===== src/rtl/proc_core_pkg.sv =====
// Shared constants and helpers for the multi-channel convolution core.
package proc_core_pkg;

  localparam logic [1:0] S_IDLE  = 2'd0;
  localparam logic [1:0] S_MAC   = 2'd1;
  localparam logic [1:0] S_DRAIN = 2'd2;
  localparam logic [1:0] S_OUT   = 2'd3;

  localparam int PIPE_STAGES = 2;  // registered read + registered product

  function automatic int acc_width(input int dw, input int max_klen);
    return 2 * dw + $clog2(max_klen);
  endfunction

  // Clamp a sign-extended value into a signed ow-bit range; caller truncates.
  function automatic logic signed [63:0] saturate(input logic signed [63:0] v,
                                                  input int unsigned ow);
    logic signed [63:0] hi, lo;
    hi = (64'sd1 <<< (ow - 1)) - 64'sd1;
    lo = -(64'sd1 <<< (ow - 1));
    if (v > hi) return hi;
    if (v < lo) return lo;
    return v;
  endfunction

endpackage


===== src/rtl/proc_core_mc_if.sv =====
// Config, sample-input and result handshake bundle of the convolution core.
interface proc_core_mc_if #(
  parameter int DW       = 16,
  parameter int NCH      = 4,
  parameter int MAX_KLEN = 16,
  parameter int OUT_W    = 16,
  parameter int ACC_W    = 2*DW + $clog2(MAX_KLEN)
);
  localparam int KW = $clog2(MAX_KLEN+1);
  localparam int SW = $clog2(ACC_W);

  logic                                  conf_enable_i;
  logic [KW-1:0]                         conf_klen_i;
  logic [KW-1:0]                         conf_stride_i;
  logic [SW-1:0]                         conf_shift_i;
  logic                                  flush_i;
  logic [NCH-1:0][MAX_KLEN-1:0][DW-1:0]  weights_i;
  logic [DW-1:0]                         data_i;
  logic                                  data_valid_i;
  logic                                  data_ready_o;
  logic [NCH-1:0][OUT_W-1:0]             res_o;
  logic                                  res_valid_o;
  logic                                  res_ready_i;

  modport master (
    output conf_enable_i, conf_klen_i, conf_stride_i, conf_shift_i, flush_i,
           weights_i, data_i, data_valid_i, res_ready_i,
    input  data_ready_o, res_o, res_valid_o
  );

  modport slave (
    input  conf_enable_i, conf_klen_i, conf_stride_i, conf_shift_i, flush_i,
           weights_i, data_i, data_valid_i, res_ready_i,
    output data_ready_o, res_o, res_valid_o
  );
endinterface


===== src/rtl/proc_databuf.sv =====
// Circular sample store: simple dual-port RAM, synchronous write, registered read.
module proc_databuf #(
  parameter int DW    = 16,
  parameter int DEPTH = 32,
  localparam int AW   = $clog2(DEPTH)
) (
  input  logic          clock,
  input  logic          we,
  input  logic [AW-1:0] waddr,
  input  logic [DW-1:0] wdata,
  input  logic          re,
  input  logic [AW-1:0] raddr,
  output logic [DW-1:0] rdata
);
  logic [DW-1:0] mem [DEPTH];

  always_ff @(posedge clock) begin
    if (we) mem[waddr] <= wdata;
    if (re) rdata <= mem[raddr];
  end
endmodule


===== src/rtl/proc_core_mc.sv =====
// Sliding-window dot products of a sample stream against NCH weight sets,
// with stride, shift/saturate and valid/ready on both sides.
module proc_core_mc import proc_core_pkg::*; #(
  parameter int DW        = 16,
  parameter int NCH       = 4,
  parameter int MAX_KLEN  = 16,
  parameter int BUF_DEPTH = 32,
  parameter int OUT_W     = 16,
  parameter int ACC_W     = 2*DW + $clog2(MAX_KLEN)
) (
  input  logic          clock,
  input  logic          reset,
  proc_core_mc_if.slave bus
);
  localparam int AW = $clog2(BUF_DEPTH);
  localparam int PW = AW + 1;
  localparam int KW = $clog2(MAX_KLEN+1);
  localparam int TW = $clog2(MAX_KLEN);
  localparam int PRW = 2*DW;

  logic [PW-1:0]          wr_ptr, rd_base, occ;
  logic [1:0]             state;
  logic [KW-1:0]          tap;
  logic [PIPE_STAGES:1]   vld_pipe;
  logic [TW-1:0]          rd_tap;
  logic                   rd_first, pr_first;
  logic [DW-1:0]          rdata;
  logic                   en, wr;

  assign en               = bus.conf_enable_i;
  assign occ              = wr_ptr - rd_base;
  assign bus.data_ready_o = en & ~bus.flush_i & ~reset & (occ < PW'(BUF_DEPTH));
  assign wr               = bus.data_valid_i & bus.data_ready_o;
  assign bus.res_valid_o  = (state == S_OUT);

  // Read enable follows the stall so the read stage freezes with the pipeline.
  proc_databuf #(.DW(DW), .DEPTH(BUF_DEPTH)) u_buf (
    .clock (clock),
    .we    (wr),
    .waddr (wr_ptr[AW-1:0]),
    .wdata (bus.data_i),
    .re    (en),
    .raddr (AW'(rd_base + PW'(tap))),
    .rdata (rdata)
  );

  always_ff @(posedge clock) begin
    if (reset || bus.flush_i) begin
      wr_ptr   <= '0;
      rd_base  <= '0;
      state    <= S_IDLE;
      tap      <= '0;
      vld_pipe <= '0;
      rd_tap   <= '0;
      rd_first <= 1'b0;
      pr_first <= 1'b0;
    end else if (en) begin
      if (wr) wr_ptr <= wr_ptr + 1'b1;
      vld_pipe <= {vld_pipe[PIPE_STAGES-1:1], state == S_MAC};
      rd_tap   <= TW'(tap);
      rd_first <= (tap == '0);
      pr_first <= rd_first;
      case (state)
        S_IDLE: if (occ >= PW'(bus.conf_klen_i)) begin
          state <= S_MAC;
          tap   <= '0;
        end
        S_MAC: if (tap == bus.conf_klen_i - KW'(1)) begin
          state <= S_DRAIN;
          tap   <= '0;
        end else tap <= tap + 1'b1;
        // two cycles let the last tap clear the read and multiply stages
        S_DRAIN: if (tap == KW'(1)) state <= S_OUT;
                 else tap <= tap + 1'b1;
        default: if (bus.res_ready_i) begin
          rd_base <= rd_base + PW'(bus.conf_stride_i);
          state   <= S_IDLE;
        end
      endcase
    end
  end

  for (genvar ch = 0; ch < NCH; ch++) begin : g_ch
    logic signed [PRW-1:0]   prod;
    logic signed [ACC_W-1:0] prod_x, acc, sh;

    assign prod_x = {{(ACC_W-PRW){prod[PRW-1]}}, prod};

    always_ff @(posedge clock) begin
      if (reset || bus.flush_i) begin
        prod <= '0;
        acc  <= '0;
      end else if (en) begin
        if (vld_pipe[1]) prod <= $signed(rdata) * $signed(bus.weights_i[ch][rd_tap]);
        if (vld_pipe[2]) acc  <= pr_first ? prod_x : acc + prod_x;
      end
    end

    assign sh = acc >>> bus.conf_shift_i;
    assign bus.res_o[ch] = OUT_W'(saturate({{(64-ACC_W){sh[ACC_W-1]}}, sh}, OUT_W));
  end
endmodule


===== src/flat_wrapper.sv =====
// flat-port wrapper written by rule: the top's interface ports become plain ports
module proc_core_mc_flat import proc_core_pkg::*;
#(
  parameter int DW        = 16,
  parameter int NCH       = 4,
  parameter int MAX_KLEN  = 16,
  parameter int BUF_DEPTH = 32,
  parameter int OUT_W     = 16,
  parameter int ACC_W     = 2*DW + $clog2(MAX_KLEN)
)
  (clock, reset, bus_conf_enable_i, bus_conf_klen_i, bus_conf_stride_i, bus_conf_shift_i, bus_flush_i, bus_weights_i, bus_data_i, bus_data_valid_i, bus_res_ready_i, bus_data_ready_o, bus_res_o, bus_res_valid_o);
  proc_core_mc_if #(.DW(DW), .NCH(NCH), .MAX_KLEN(MAX_KLEN), .OUT_W(OUT_W), .ACC_W(ACC_W)) bus_i ();
  input  logic clock;
  input  logic reset;
  input wire logic [$bits(bus_i.conf_enable_i)-1:0] bus_conf_enable_i;
  input wire logic [$bits(bus_i.conf_klen_i)-1:0] bus_conf_klen_i;
  input wire logic [$bits(bus_i.conf_stride_i)-1:0] bus_conf_stride_i;
  input wire logic [$bits(bus_i.conf_shift_i)-1:0] bus_conf_shift_i;
  input wire logic [$bits(bus_i.flush_i)-1:0] bus_flush_i;
  input wire logic [$bits(bus_i.weights_i)-1:0] bus_weights_i;
  input wire logic [$bits(bus_i.data_i)-1:0] bus_data_i;
  input wire logic [$bits(bus_i.data_valid_i)-1:0] bus_data_valid_i;
  input wire logic [$bits(bus_i.res_ready_i)-1:0] bus_res_ready_i;
  output wire logic [$bits(bus_i.data_ready_o)-1:0] bus_data_ready_o;
  output wire logic [$bits(bus_i.res_o)-1:0] bus_res_o;
  output wire logic [$bits(bus_i.res_valid_o)-1:0] bus_res_valid_o;
  assign bus_i.conf_enable_i = bus_conf_enable_i;
  assign bus_i.conf_klen_i = bus_conf_klen_i;
  assign bus_i.conf_stride_i = bus_conf_stride_i;
  assign bus_i.conf_shift_i = bus_conf_shift_i;
  assign bus_i.flush_i = bus_flush_i;
  assign bus_i.weights_i = bus_weights_i;
  assign bus_i.data_i = bus_data_i;
  assign bus_i.data_valid_i = bus_data_valid_i;
  assign bus_i.res_ready_i = bus_res_ready_i;
  assign bus_data_ready_o = bus_i.data_ready_o;
  assign bus_res_o = bus_i.res_o;
  assign bus_res_valid_o = bus_i.res_valid_o;
  proc_core_mc #(.DW(DW), .NCH(NCH), .MAX_KLEN(MAX_KLEN), .BUF_DEPTH(BUF_DEPTH), .OUT_W(OUT_W), .ACC_W(ACC_W)) u_core (.clock(clock), .reset(reset), .bus(bus_i));
endmodule

===== config.mk =====
export PLATFORM = sky130hd
export DESIGN_NAME = proc_core_mc_flat
export DESIGN_NICKNAME = d
export VERILOG_FILES = /design/src/rtl/proc_core_pkg.sv /design/src/rtl/proc_core_mc_if.sv /design/src/rtl/proc_databuf.sv /design/src/rtl/proc_core_mc.sv /design/src/flat_wrapper.sv
export SDC_FILE = /design/constraint.sdc
export NUM_CORES = 2
export LEC_CHECK = 0
export CORE_MARGIN = 2
export CORE_UTILIZATION = 35
export DETAILED_ROUTE_END_ITERATION = 10
export GPL_ROUTABILITY_DRIVEN = 0
export PLACE_DENSITY = 0.63
export SLEW_MARGIN = 30
export SYNTH_ARGS = -nofsm -noshare
export SYNTH_HDL_FRONTEND = slang
export SYNTH_SLANG_ARGS = --single-unit

===== constraint.sdc =====
create_clock -name clock -period 18.25 [get_ports clock]
set_input_delay 2.7375 -clock clock [delete_from_list [all_inputs] [get_ports clock]]
set_output_delay 2.7375 -clock clock [all_outputs]
set_load 0.005 [all_outputs]

==> reports/results.tsv <==
metric	value	unit
start_util	35.21	%
io_pins	1128	
cts_sinks	827	
layout.nets	12485	
reg2reg_slack	8.25	ns
drc	0	
cp_max_fo	16	
rsz0062_at_grt	false	
areaGrowthSynthToFinish	18.59	%
die_x	523.1	um
p_leak	45.12	nW
layout_common_cells	inv_1, clkdlybuf4s50_1, fa_1	
fin_crit_sh	57.86	%
grt_max_degree	145	
cp_top_family	adder cells	
max_clock_freq	94.70	MHz
syn_nets	11704	
r2r_cells	25	
worst_pin_slew	1.083	ns
synth.area.top_cells	fa_1, edfxtp_1, mux4_2	
synth.area.mux_share	16.03	%
min_to	u_core.g_ch[1].prod[7]	
wire_per_inst	28.47	um
p_total	0.01499	W
hold_depth	2	
status	finished clean	
relSlewSlack	27.80	%
dieArea	273700	um^2
ir_worst_vdd	226.5	uV
crit_type	input pin to register	
dp_hpwl	312600	um
drt_iter0_markers	7685	
grt_pass1_vias	76588	
crit_top_cell	fa_1	
yosys.area_share.simple	12.03	%
antenna_found_initial	146	
r2r_start	u_core.rd_tap[1]	
path_clk_slew	0.06	ns
min_path_type	register to register	
synth-xor-area-share	2.470	%
place_ws	6.945	ns
synth_edf_count	528	
slowest_delay	0.86	ns
ys_ff_latch	827	
avgSynthCellArea	10.38	um^2
synth.distinct_cells	101	
yosysWarnings	0	
grt_overflow	0	
hp-start	u_core.g_ch[1].prod[7]	
track_usage	27.83	%
ys_seq_area_share	23.16	%
async_reset_ff_share	0	%
timing.final.ws_setup	7.690	ns
cts_tree	done	
power_density	134.0	nW/um^2
numCtsBuffers	89	
fin_setup_tns	0	ns
die_h	523.1	um
rows	190	
synth_compound_area_share	9.799	%
drv_cap	0	
crit_chain	clkdlybuf4s50_1 > mux4_2 > mux4_2 > and2_1 > fa_1 > inv_1 > fa_1 > inv_1 > fa_1 > inv_1 > fa_1 > fa_1 > fa_1 > inv_1 > ha_1 > a21o_1 > or4_1 > o21ai_0 > o21ai_0 > a21o_1 > a21oi_1 > a21oi_1 > xnor2_1 > o21ai_0	
hold_buffers	0	
setup_violations	0	
post_cts.repair.setup_buffers	0	
clockBufferDepth	3	
detail_route.vias_per_cell	5.623	
crit_required	18.85	ns
vias	76563	
cts_max_level	3	
path_buf_inv	5	
clkLatencyLatePin	0.76	ns
slowest_stage	clkdlybuf4s50_1	
synth.top_cell.area_share	22.39	%
arrival	11.16	ns
synth_adder_area_share	29.01	%
maxSlewViolCount	0	
start_kind	input pin	
synth_top_family_by_area	adder cells	
yosys.area.top_type	fa_1	
endpoint_kind	register	
drt-pass1-iter-count	7	
wirelength	387600	um
syn_inst	9088	
grt_pass1_wl	547900	um
post_cts_resized	0	
r2r-end	u_core.g_ch[0].prod[22]	
core_area	267900	um^2
layout-drive-gt1-share	10.17	%
synth_area	94320	um^2
final-hold-violation-count	0	
antenna_left	0	
ys.flop_type	edfxtp_1	
cts-root-buf	clkbuf_16	
io_buffers	1127	
finalClockSkew	0.1008	ns
period_needed	10.56	ns
final_common_cell	inv_1	
-- flip-flops by register name, indices dropped and copies added, names as in the netlist --
register,count
u_core.rd_tap,4
u_core.wr_ptr,6
u_core.state,2
u_core.rd_first,1
u_core.pr_first,1
u_core.rd_base,6
u_core.u_buf.rdata,16
u_core.g_ch.prod,128
u_core.g_ch.acc,144
u_core.u_buf.mem,512
u_core.vld_pipe,2
u_core.tap,5
-- kinds of logic after synthesis --
logic type | Yosys count
AND/OR/NAND/NOR | 2416
buffers and inverters | 1782
adder cells (fa/ha/maj) | 1554
AO/OA/AOI/OAI | 1484
flip-flops | 827
multiplexers | 759
XOR/XNOR | 266
-- worst max path at each step --
stage	end	cells past startpoint	startpoint	slack [ns]
final	u_core.g_ch[2].prod[24]	24	bus_weights_i[738]	7.69
after global routing	u_core.g_ch[2].prod[24]	25	bus_weights_i[737]	7.52
after CTS	u_core.g_ch[2].prod[24]	25	bus_weights_i[737]	7.73
after detailed placement	u_core.g_ch[2].prod[24]	25	bus_weights_i[737]	6.94
after global placement	u_core.g_ch[2].prod[31]	23	bus_weights_i[737]	7.06
after floorplan	u_core.g_ch[3].prod[31]	26	bus_weights_i[1009]	8.65
-- worst register-to-register path, stage by stage, from the launching register on --
cell	delay, ns
dfxtp_4	0.75
buf_4	0.67
buf_4	0.87
mux4_2	0.64
mux4_2	0.76
and2_1	0.30
fa_1	0.53
fa_1	0.56
ha_1	0.14
inv_1	0.05
fa_1	0.48
inv_1	0.06
fa_1	0.52
inv_1	0.05
fa_1	0.49
inv_1	0.04
ha_1	0.32
a211o_1	0.33
a211oi_1	0.54
o32a_1	0.36
a21oi_1	0.09
a21oi_1	0.25
o21a_1	0.23
o21bai_1	0.10
xnor2_1	0.55
o21ai_0	0.16
-- cells in the mapped netlist (83+ instances only) --
cell type     n
inv_1      1227
fa_1       1055
nand2_1    1008
mux4_2      570
and2_1      569
edfxtp_1    528
ha_1        499
a21oi_1     469
nor2_1      466
clkbuf_1    387
o21ai_0     359
dfxtp_1     299
xnor2_1     182
a21o_1      142
mux2i_1     112
xor2_1       84
a211oi_1     83
buf_1        83
-- layout make-up --
cell class / count / area [um^2]
antenna: 125 / 312.8
clock buffer: 109 / 2332
clock inverter: 51 / 614.3
fill: 25171 / 156100
inverter: 1231 / 4624
multi-input combinational: 6479 / 65590
sequential: 827 / 21860
tap: 3552 / 4444
timing repair buffer: 1241 / 12080
-- power breakdown --
group	switching, W	internal [W]
clock network	0.000830	0.00102
logic	0.00656	0.00459
registers	0.00000366	0.00199
total	0.00739	0.00760
-- stage by stage --
| stage | instance area [um^2] | util [%] | cells | hold slack [ns] |
|---|---|---|---|---|
| 3_5_place_dp | 108700 | 40.56 | 13330 | 0.4648 |
| 5_1_grt | 111700 | 41.68 | 13537 | 0.4879 |
| 6_report | 111900 | 41.75 | 13615 | 0.4750 |
| 3_3_place_gp | 108600 | 40.55 | 13328 | 0.4639 |
| 2_1_floorplan | 94320 | - | 9088 | 0.4387 |
| 4_1_cts | 111600 | 41.66 | 13490 | 0.4728 |
-- routing by layer --
layer	share of wire, %	global-route usage, %	up-vias
met1	39	35.60	38907
met5	0.087	0	-
met3	12	9.248	598
met4	4.6	11.60	52
li1	-	-	32803
met2	45	43.12	4203
(Power assumes the default switching activity.)
